[src/rtl/counter_sequencer_if.sv]
`default_nettype none
// ============================================================================
//  Module   : counter_sequencer_if
//  Purpose  : Host control, counter datapath and status bundle for the
//             counter run sequencer.
//  Revision : 1.0  initial release
// ============================================================================
interface counter_sequencer_if #(
    parameter int WIDTH = 4,
    parameter int REP_W = 4
);
    logic             start;
    logic             stop;
    logic             pause;
    logic [WIDTH-1:0] term;
    logic [REP_W-1:0] reps;
    logic [WIDTH-1:0] cnt_q;
    logic             cnt_clr;
    logic             cnt_en;
    logic             tick;
    logic             done;
    logic             busy;
    logic [REP_W-1:0] pass_cnt;

    // Master is the host plus counter side; slave is the sequencer itself.
    modport master (
        output start, stop, pause, term, reps, cnt_q,
        input  cnt_clr, cnt_en, tick, done, busy, pass_cnt
    );

    modport slave (
        input  start, stop, pause, term, reps, cnt_q,
        output cnt_clr, cnt_en, tick, done, busy, pass_cnt
    );
endinterface
`default_nettype wire

[src/rtl/counter_sequencer.sv]
`default_nettype none
// ============================================================================
//  Module   : counter_sequencer
//  Purpose  : Sequences clear/enable of an external up counter through a
//             programmed number of 0..term passes, with pause and abort.
//  Revision : 1.0  initial release
// ============================================================================
module counter_sequencer #(
    parameter int WIDTH = 4,
    parameter int REP_W = 4
) (
    input  wire logic          clk,
    input  wire logic          reset_n,
    counter_sequencer_if.slave bus
);

    typedef enum logic [1:0] {
        c_IDLE  = 2'd0,
        c_CLEAR = 2'd1,
        c_RUN   = 2'd2,
        c_DONE  = 2'd3
    } state_t;

    state_t           r_state;
    state_t           w_state_nxt;
    logic [REP_W-1:0] r_pass_cnt;
    logic [REP_W-1:0] w_pass_cnt_nxt;
    logic [REP_W-1:0] w_pass_inc;
    logic [WIDTH-1:0] r_term_l;
    logic [REP_W-1:0] r_reps_l;
    logic             w_latch;
    logic             w_at_term;
    logic             w_last_pass;
    logic             w_cnt_clr;
    logic             w_cnt_en;
    logic             w_tick;

    assign w_pass_inc  = r_pass_cnt + {{(REP_W-1){1'b0}}, 1'b1};
    assign w_at_term   = (bus.cnt_q == r_term_l);
    // A zero repetition count means the run only ends on stop.
    assign w_last_pass = (r_reps_l != '0) && (w_pass_inc == r_reps_l);

    always_ff @(posedge clk or negedge reset_n) begin
        if (!reset_n) begin
            r_state    <= c_IDLE;
            r_pass_cnt <= '0;
            r_term_l   <= '0;
            r_reps_l   <= '0;
        end else begin
            r_state    <= w_state_nxt;
            r_pass_cnt <= w_pass_cnt_nxt;
            if (w_latch) begin
                r_term_l <= bus.term;
                r_reps_l <= bus.reps;
            end
        end
    end

    always_comb begin
        w_state_nxt    = r_state;
        w_pass_cnt_nxt = r_pass_cnt;
        w_latch        = 1'b0;
        w_cnt_clr      = 1'b0;
        w_cnt_en       = 1'b0;
        w_tick         = 1'b0;

        case (r_state)
            c_IDLE: begin
                if (bus.start) begin
                    w_latch        = 1'b1;
                    w_pass_cnt_nxt = '0;
                    w_state_nxt    = c_CLEAR;
                end
            end
            c_CLEAR: begin
                w_cnt_clr   = 1'b1;
                w_state_nxt = c_RUN;
            end
            c_RUN: begin
                if (!bus.pause) begin
                    if (!w_at_term) begin
                        w_cnt_en = 1'b1;
                    end else begin
                        w_tick         = 1'b1;
                        w_pass_cnt_nxt = w_pass_inc;
                        if (w_last_pass) begin
                            w_state_nxt = c_DONE;
                        end else begin
                            // Restart from zero so each pass lasts term+1 cycles.
                            w_cnt_clr = 1'b1;
                        end
                    end
                end
            end
            c_DONE: begin
                w_state_nxt = c_IDLE;
            end
            default: begin
                w_state_nxt = c_IDLE;
            end
        endcase

        // Abort wins over everything; completed-pass count is kept for the host.
        if (bus.stop) begin
            w_state_nxt    = c_IDLE;
            w_pass_cnt_nxt = r_pass_cnt;
            w_latch        = 1'b0;
            w_cnt_clr      = 1'b0;
            w_cnt_en       = 1'b0;
            w_tick         = 1'b0;
        end
    end

    assign bus.cnt_clr  = w_cnt_clr;
    assign bus.cnt_en   = w_cnt_en;
    assign bus.tick     = w_tick;
    assign bus.done     = (r_state == c_DONE);
    assign bus.busy     = (r_state != c_IDLE);
    assign bus.pass_cnt = r_pass_cnt;

endmodule
`default_nettype wire

[src/flat_wrapper.sv]
// flat-port wrapper written by rule: the top's interface ports become plain ports
module counter_sequencer_flat 
#(
    parameter int WIDTH = 4,
    parameter int REP_W = 4
)
  (clk, reset_n, bus_start, bus_stop, bus_pause, bus_term, bus_reps, bus_cnt_q, bus_cnt_clr, bus_cnt_en, bus_tick, bus_done, bus_busy, bus_pass_cnt);
  counter_sequencer_if #(.WIDTH(WIDTH), .REP_W(REP_W)) bus_i ();
  input  wire logic clk;
  input  wire logic reset_n;
  input wire logic [$bits(bus_i.start)-1:0] bus_start;
  input wire logic [$bits(bus_i.stop)-1:0] bus_stop;
  input wire logic [$bits(bus_i.pause)-1:0] bus_pause;
  input wire logic [$bits(bus_i.term)-1:0] bus_term;
  input wire logic [$bits(bus_i.reps)-1:0] bus_reps;
  input wire logic [$bits(bus_i.cnt_q)-1:0] bus_cnt_q;
  output wire logic [$bits(bus_i.cnt_clr)-1:0] bus_cnt_clr;
  output wire logic [$bits(bus_i.cnt_en)-1:0] bus_cnt_en;
  output wire logic [$bits(bus_i.tick)-1:0] bus_tick;
  output wire logic [$bits(bus_i.done)-1:0] bus_done;
  output wire logic [$bits(bus_i.busy)-1:0] bus_busy;
  output wire logic [$bits(bus_i.pass_cnt)-1:0] bus_pass_cnt;
  assign bus_i.start = bus_start;
  assign bus_i.stop = bus_stop;
  assign bus_i.pause = bus_pause;
  assign bus_i.term = bus_term;
  assign bus_i.reps = bus_reps;
  assign bus_i.cnt_q = bus_cnt_q;
  assign bus_cnt_clr = bus_i.cnt_clr;
  assign bus_cnt_en = bus_i.cnt_en;
  assign bus_tick = bus_i.tick;
  assign bus_done = bus_i.done;
  assign bus_busy = bus_i.busy;
  assign bus_pass_cnt = bus_i.pass_cnt;
  counter_sequencer #(.WIDTH(WIDTH), .REP_W(REP_W)) u_core (.clk(clk), .reset_n(reset_n), .bus(bus_i));
endmodule
[config.mk]
export PLATFORM = sky130hd
export DESIGN_NAME = counter_sequencer_flat
export DESIGN_NICKNAME = d
export VERILOG_FILES = /design/src/rtl/counter_sequencer_if.sv /design/src/rtl/counter_sequencer.sv /design/src/flat_wrapper.sv
export SDC_FILE = /design/constraint.sdc
export NUM_CORES = 1
export LEC_CHECK = 0
export CELL_PAD_IN_SITES_DETAIL_PLACEMENT = 1
export CELL_PAD_IN_SITES_GLOBAL_PLACEMENT = 1
export CORE_UTILIZATION = 37
export DETAILED_ROUTE_END_ITERATION = 8
export PLACE_DENSITY = 0.79
export SYNTH_ARGS = -nofsm -noshare
export SYNTH_HDL_FRONTEND = slang
export SYNTH_SLANG_ARGS = --single-unit
[constraint.sdc]
create_clock -name clk -period 3 [get_ports clk]
set_clock_uncertainty 0.05 [all_clocks]
set_input_delay 0.6 -clock clk [delete_from_list [all_inputs] [get_ports clk]]
set_output_delay 0.6 -clock clk [all_outputs]
set_load 0.02 [all_outputs]
==> parameters.txt, run 1 <==
Parameter                              Value

Floorplanning
  Top-Level Pins    26
  Number of standard-cell rows in the floorplan    17
  Initial core utilization    0.393
  Area of the die    2540 µm²
  Floorplan die width    50.4 µm
  Core footprint    2210 µm²
  Overall die height    around 50 µm

Cells and area
  Fill cell count    252
  Layout cells sized above 1    0.193
  Fin nets    137
  Fraction of the core area covered by cells at the end of the flow    0.567
  Area growth, synth to finish    44.5%
  Diodes inserted    0

Detailed routing
  WL/cell    approximately 15 µm
  Detailed-router iteration count before antenna repair    3
  Remaining antenna violation count    0
  Count of routing violations after the opening detailed-route iteration    7
  Wire length after detailed routing    2.20 mm
  Vias post-DR    770
  Number of DRC violations after detailed routing    0
  Post-DR vias/cell    5.42

Critical path
  CP Data Arrival Time    2.21 ns
  Critical path startpoint category    register
  Largest fanout on the critical path    3
  Worst setup path category    register to output port
  Endpoint kind of the worst setup timing path    output port
  Required time at the worst-slack endpoint    2.35 ns

Synth
  Count of flip-flops with a built-in enable after synthesis    0
  FF+latch count, synth    14
  Synth area leader    sky130_fd_sc_hd__dfrtp_1
  Unique cell type count in the Yosys netlist    26
  Number of nets produced by synthesis    101
  Most frequent cells after synthesis    sky130_fd_sc_hd__dfrtp_1, sky130_fd_sc_hd__mux2_2, sky130_fd_sc_hd__xnor2_1
  Area of the mapped netlist    868 µm²
  Warnings from Yosys    0
  Post-Syn Instances    about 80
  Dominant cells by area after synthesis    sky130_fd_sc_hd__dfrtp_1, sky130_fd_sc_hd__mux2_2, sky130_fd_sc_hd__ha_1
  Share of flip-flops with an asynchronous set or reset    1.00
  Post-synth top area share    0.403
  Syn Area/Cell    11.0 µm²
  Primary FF master, synth    sky130_fd_sc_hd__dfrtp_1
  Register area share after synthesis    0.403
  Dominant cell by count in the synthesized netlist    sky130_fd_sc_hd__dfrtp_1

GRT
  Maximum number of pins on one net before global-route repair    15
  Global-route wire length before repair    ~3.7 mm
  Number of global-route vias before repair    840
  Number of antenna violations at the first check in global routing    0
  Total routing resource utilization after global routing    0.202
  Sum of overflow across all layers after global routing    0

Timing
  Minimum period implied by the final worst setup slack    around 2.9 ns
  Unrepaired setup endpoints after global routing    no
  Worst Max-Slew Pin Slew    0.670 ns
  Hold slack    0.489 ns
  Final clock period utilization by the worst path    0.953
  Max Slew Vio Count    0
  Final worst slack    about 0.14 ns
  Fmax    350 MHz
  Setup Total Neg Slack    0 ns
  Number of hold violations in the final report    0
  Headroom to the max-slew limit    0.552
  Setup-failing EPs final    0

Power
  Overall power after layout    915 µW
  Power per Cell Area    729 nW/µm²
  Leakage power of the design    0.533 nW
  Highest ir drop seen on vdd    0.433 mV

Clock network
  H-tree depth    1
  CTS tree    built
  Post-CTS Setup Bufs    0
  Number of sinks driven by the clock tree    14
  Number of buffers created by CTS    3
  Post-CTS clock slew at the launch and capture registers of the worst setup and hold paths    0.09 ns
  Master cell of the clock root buffer    sky130_fd_sc_hd__clkbuf_4
  Clk buf depth    2
  Insertion delay of the later-clocked pin in the worst-skew pair    0.28 ns
  Post-CTS Hold Buffers    0

Placed design
  Port Buffer Count    25
  Routability congestion estimate    approximately 0.9
  Sum of net half-perimeters after detailed placement    1.68 mm
  Pre-CTS worst setup slack    -0.161 ns

Min path
  Path class of the lowest-slack min-delay path    register to register

Run
  Max Cap Viol    0

Status
  Status    finished clean
## repair_timing
action	CTS	global route
endpoints found under the hold margin	0	0
cloned	0	0
endpoints found under the setup margin	3	1
pin swaps	2	1
gates resized for setup	5	1
## state kept, by name, summed over array words and instances, names as in the netlist
| register | cells |
|---|---|
| u_core.r_term_l | 4 |
| u_core.r_state | 2 |
| u_core.r_reps_l | 4 |
| u_core.bus.pass_cnt | 4 |
## metrics by stage
| step | cells | area [µm²] |
|---|---|---|
| floorplan | 79 | 868 |
| CTS | 142 | 1250 |
| global route | 142 | 1250 |
| global placement | 138 | 1200 |
| detailed placement | 138 | 1200 |
| finish | 142 | 1250 |
## worst max-delay path, stage by stage (launching register included)
cell	delay [ns]
sky130_fd_sc_hd__dfrtp_1	0.43
sky130_fd_sc_hd__xor3_1	0.48
sky130_fd_sc_hd__nor4_4	0.36
sky130_fd_sc_hd__a211oi_1	0.12
sky130_fd_sc_hd__o211a_1	0.23
sky130_fd_sc_hd__dlygate4sd2_1	0.32
## layout by cell type, fill, tap and decap left out, types with 2 or more instances in the layout
| cell | n |
|---|---|
| sky130_fd_sc_hd__a211oi_1 | 3 |
| sky130_fd_sc_hd__a22o_1 | 2 |
| sky130_fd_sc_hd__buf_4 | 6 |
| sky130_fd_sc_hd__clkbuf_4 | 3 |
| sky130_fd_sc_hd__clkdlybuf4s50_1 | 22 |
| sky130_fd_sc_hd__dfrtp_1 | 14 |
| sky130_fd_sc_hd__dlygate4sd2_1 | 3 |
| sky130_fd_sc_hd__ha_1 | 5 |
| sky130_fd_sc_hd__inv_1 | 6 |
| sky130_fd_sc_hd__mux2_2 | 9 |
| sky130_fd_sc_hd__nand2_1 | 5 |
| sky130_fd_sc_hd__nand3_1 | 2 |
| sky130_fd_sc_hd__nor2_1 | 2 |
| sky130_fd_sc_hd__nor3_1 | 3 |
| sky130_fd_sc_hd__o21a_1 | 2 |
| sky130_fd_sc_hd__o21ai_0 | 4 |
| sky130_fd_sc_hd__o31ai_1 | 3 |
| sky130_fd_sc_hd__xnor2_1 | 7 |
## final timing paths
kind	start	endpoint	slack, ns	depth (start not counted)
min in group asynchronous	reset_n	u_core.bus.pass_cnt[3]	0.67	1
max reg2reg	u_core.r_state[0]	u_core.bus.pass_cnt[3]	0.97	7
max	u_core.r_reps_l[2]	bus_cnt_clr	0.14	5
min	u_core.r_term_l[2]	u_core.r_term_l[2]	0.49	1
max in group asynchronous	reset_n	u_core.r_reps_l[1]	1.80	1
min reg2reg	u_core.r_term_l[2]	u_core.r_term_l[2]	0.49	1
## final cells by class
| class | count | area [µm²] | share of cell area |
|---|---|---|---|
| Multi-Input combinational cell | 59 | 519 | 0.414 |
| Sequential cell | 14 | 350 | 0.279 |
| Timing Repair Buffer | 31 | 292 | 0.232 |
| Clock buffer | 4 | 36.3 | 0.0289 |
| Tap cell | 28 | 35.0 | 0.0279 |
| Inverter | 6 | 22.5 | 0.0179 |
## report_power, final
part	internal [mW]	total, mW	switching [mW]	leakage [nW]
registers	0.257	0.320	0.0633	0.176
logic	0.240	0.457	0.217	0.336
clock network	0.0738	0.138	0.0645	0.0210
## kinds of logic after synthesis
logic type               Yosys count  share of synthesized area
AND/OR/NAND/NOR                   18                      0.115
multiplexers                       9                      0.117
AO/OA/AOI/OAI                     18                      0.159
buffers and inverters              6                     0.0259
XOR/XNOR                           9                      0.108
adder cells (fa/ha/maj)            5                     0.0720
flip-flops                        14                      0.403
## layer usage
| metal | up-vias | part of all wire | global-route usage |
|---|---|---|---|
| li1 | 366 | - | - |
| met1 | 384 | 0.45 | 0.240 |
| met2 | 18 | 0.51 | 0.353 |
| met3 | 2 | 0.033 | 0.0364 |
| met4 | 0 | 0.0050 | 0.0880 |
| met5 | - | 0 | 0 |
(Power assumes the default switching activity.)
==> run 2, diff against run 1 <==
--- a/config.mk
+++ b/config.mk
@@ -8,8 +8,10 @@
 export CELL_PAD_IN_SITES_DETAIL_PLACEMENT = 1
 export CELL_PAD_IN_SITES_GLOBAL_PLACEMENT = 1
 export CORE_UTILIZATION = 37
+export CTS_BUF_LIST = sky130_fd_sc_hd__clkbuf_8
 export DETAILED_ROUTE_END_ITERATION = 8
 export PLACE_DENSITY = 0.79
+export SLEW_MARGIN = 10
 export SYNTH_ARGS = -nofsm -noshare
 export SYNTH_HDL_FRONTEND = slang
 export SYNTH_SLANG_ARGS = --single-unit
==> constraint.sdc (replaced) <==
create_clock -name clk -period 2.97 [get_ports clk]
set_clock_uncertainty 0.05 [all_clocks]
set_input_delay 0.594 -clock clk [delete_from_list [all_inputs] [get_ports clk]]
set_output_delay 0.594 -clock clk [all_outputs]
set_load 0.02 [all_outputs]
==> run 2 against run 1 <==
Sequential share of layout area shrank 0.056 points. Via count is 1.9% lower. Combinational power down 7.9%.
==> parameters.txt, run 2 (synthesis gave the netlist of run 1 again) <==
Parameter                              Value

Clock network
  Master cell of the clock root buffer    sky130_fd_sc_hd__clkbuf_8
  Post-CTS Setup Bufs    0 (unchanged)
  H-tree depth    1 (unchanged)
  CTS tree    built
  Clk buf depth    2 (unchanged)
  Post-CTS clock slew at the launch and capture registers of the worst setup and hold paths    0.06 ns (-0.03 ns)
  Insertion delay of the later-clocked pin in the worst-skew pair    0.25 ns (-0.03 ns)
  Number of sinks driven by the clock tree    14 (unchanged)
  Number of buffers created by CTS    3 (unchanged)

Timing
  Hold slack    0.478 ns (-0.0112 ns)
  Worst Max-Slew Pin Slew    0.652 ns (-0.0180 ns)
  Number of hold violations in the final report    0 (unchanged)
  Headroom to the max-slew limit    0.564 (+0.0120)
  Minimum period implied by the final worst setup slack    around 2.9 ns
  Unrepaired setup endpoints after global routing    no
  Setup Total Neg Slack    0 ns (unchanged)
  Setup-failing EPs final    0 (unchanged)
  Max Slew Vio Count    0 (unchanged)
  Fmax    around 350 MHz
  Final clock period utilization by the worst path    0.960

Cells and area
  Fin nets    137 (unchanged)
  Fraction of the core area covered by cells at the end of the flow    0.568 (+0.00113)
  Area growth, synth to finish    44.8%
  Diodes inserted    0 (unchanged)
  Highest-count cells in the layout ignoring fill and taps    sky130_fd_sc_hd__clkdlybuf4s50_1, sky130_fd_sc_hd__dfrtp_1, sky130_fd_sc_hd__mux2_2
  Leading cell type in the layout, fill and taps excluded    sky130_fd_sc_hd__clkdlybuf4s50_1
  Layout cells sized above 1    0.193 (unchanged)

Critical path
  Largest fanout on the critical path    2 (-1)
  Required time at the worst-slack endpoint    2.33 ns (-0.02 ns)
  Critical path startpoint category    primary input
  Worst setup path category    primary input to output port
  CP Data Arrival Time    2.21 ns (about the same)
  Endpoint kind of the worst setup timing path    output port

GRT
  Global-route wire length before repair    3.37 mm (-9.9%)
  GRT met2 Usage    0.309 (-0.0444)
  Met1 track utilization from global routing    0.215 (-0.0252)
  Number of global-route vias before repair    754 (-10%)
  Number of antenna violations at the first check in global routing    0 (unchanged)
  Global Route met3 Usage    0.0424 (+0.00606)
  Total routing resource utilization after global routing    0.183 (-0.0193)
  Sum of overflow across all layers after global routing    0 (unchanged)
  Maximum number of pins on one net before global-route repair    15 (unchanged)
  Layer with the highest usage    met2

Run
  Max Cap Viol    0 (unchanged)

Placed design
  Port Buffer Count    25 (unchanged)
  Routability congestion estimate    0.880 (-2.2%)
  Sum of net half-perimeters after detailed placement    1.54 mm (-8.1%)

Floorplanning
  Area of the die    2540 µm² (unchanged)
  Overall die height    50.4 µm (unchanged)
  Initial core utilization    0.393 (unchanged)
  Number of standard-cell rows in the floorplan    17 (unchanged)
  Core footprint    2210 µm² (unchanged)
  Top-Level Pins    26 (unchanged)
  Floorplan die width    50.4 µm (unchanged)

Status
  Status    finished clean

Detailed routing
  Count of routing violations after the opening detailed-route iteration    1 (-6)
  Wire length after detailed routing    1.99 mm (-9.6%)
  WL/cell    14.0 µm (-9.6%)
  Vias post-DR    755 (-1.9%)
  Remaining antenna violation count    0 (unchanged)
  Detailed-router iteration count before antenna repair    2 (-1)
  Post-DR vias/cell    5.32 (-1.9%)
  Number of DRC violations after detailed routing    0 (unchanged)

Power
  Overall power after layout    931 µW (+1.7%)
  Highest ir drop seen on vdd    0.341 mV (-21%)
  Power per Cell Area    740 nW/µm² (+1.5%)
  Leakage power of the design    0.538 nW (+0.84%)

Min path
  Path class of the lowest-slack min-delay path    register to register
[run 2: cell count changes in the layout (fill, tap and decap cells not counted), sizes merged]
cell,delta
clkdlybuf4s15,+1
dlygate4sd2,-1
[run 2: critical path, cell delays in order]
cell                              delay, ns
sky130_fd_sc_hd__clkdlybuf4s50_1       0.48
sky130_fd_sc_hd__xnor2_1               0.14
sky130_fd_sc_hd__and4_1                0.25
sky130_fd_sc_hd__nand2_1               0.09
sky130_fd_sc_hd__a211oi_1              0.20
sky130_fd_sc_hd__o211a_1               0.17
sky130_fd_sc_hd__clkdlybuf4s15_1       0.29
[run 2: timing repair]
item,in CTS,in global routing
setup endpoints to repair,3,1
hold buffers,0,0
gates cloned,0,0
resized for setup,3,2
[run 2: worst paths after layout]
path,slack (ns),from,cells after the start,to
setup / recovery,0.12,bus_cnt_q[2],7,bus_cnt_clr
hold / removal,0.48,u_core.r_reps_l[1],1,u_core.r_reps_l[1]
setup reg to reg,0.92,u_core.bus.pass_cnt[0],6,u_core.r_state[0]
hold reg to reg,0.48,u_core.r_reps_l[1],1,u_core.r_reps_l[1]
max in group asynchronous,1.76,reset_n,1,u_core.r_state[1]
min in group asynchronous,0.70,reset_n,1,u_core.bus.pass_cnt[2]
[run 2: power by group]
part           switching, mW  internal (mW)  total, mW
clock network         0.0739          0.117      0.191
registers             0.0584          0.260      0.319
logic                  0.196          0.225      0.421
total                  0.328          0.603      0.931
[run 2: per-stage QoR]
stage	worst slack, ns	std cells	area [µm²]
after CTS	0.0484	142	1250
after global routing	0.00575	142	1260
after floorplan	0.535	79	868
after detailed placement	-0.171	138	1200
final	0.119	142	1260
after global placement	-0.139	138	1200
[run 2: routing by layer]
metal  wire (µm)  vias up
li1            -      361
met1         869      368
met2        1000       22
met3          83        4
met4          28        0
met5           0        -
[run 2: layout make-up]
| class | count | area [µm²] |
|---|---|---|
| Sequential cell | 14 | 350 |
| Inverter | 6 | 22.5 |
| Timing Repair Buffer | 31 | 293 |
| Fill cell | 266 | 955 |
| Clock buffer | 4 | 55.1 |
| Tap cell | 28 | 35.0 |
| Multi-Input combinational cell | 59 | 502 |
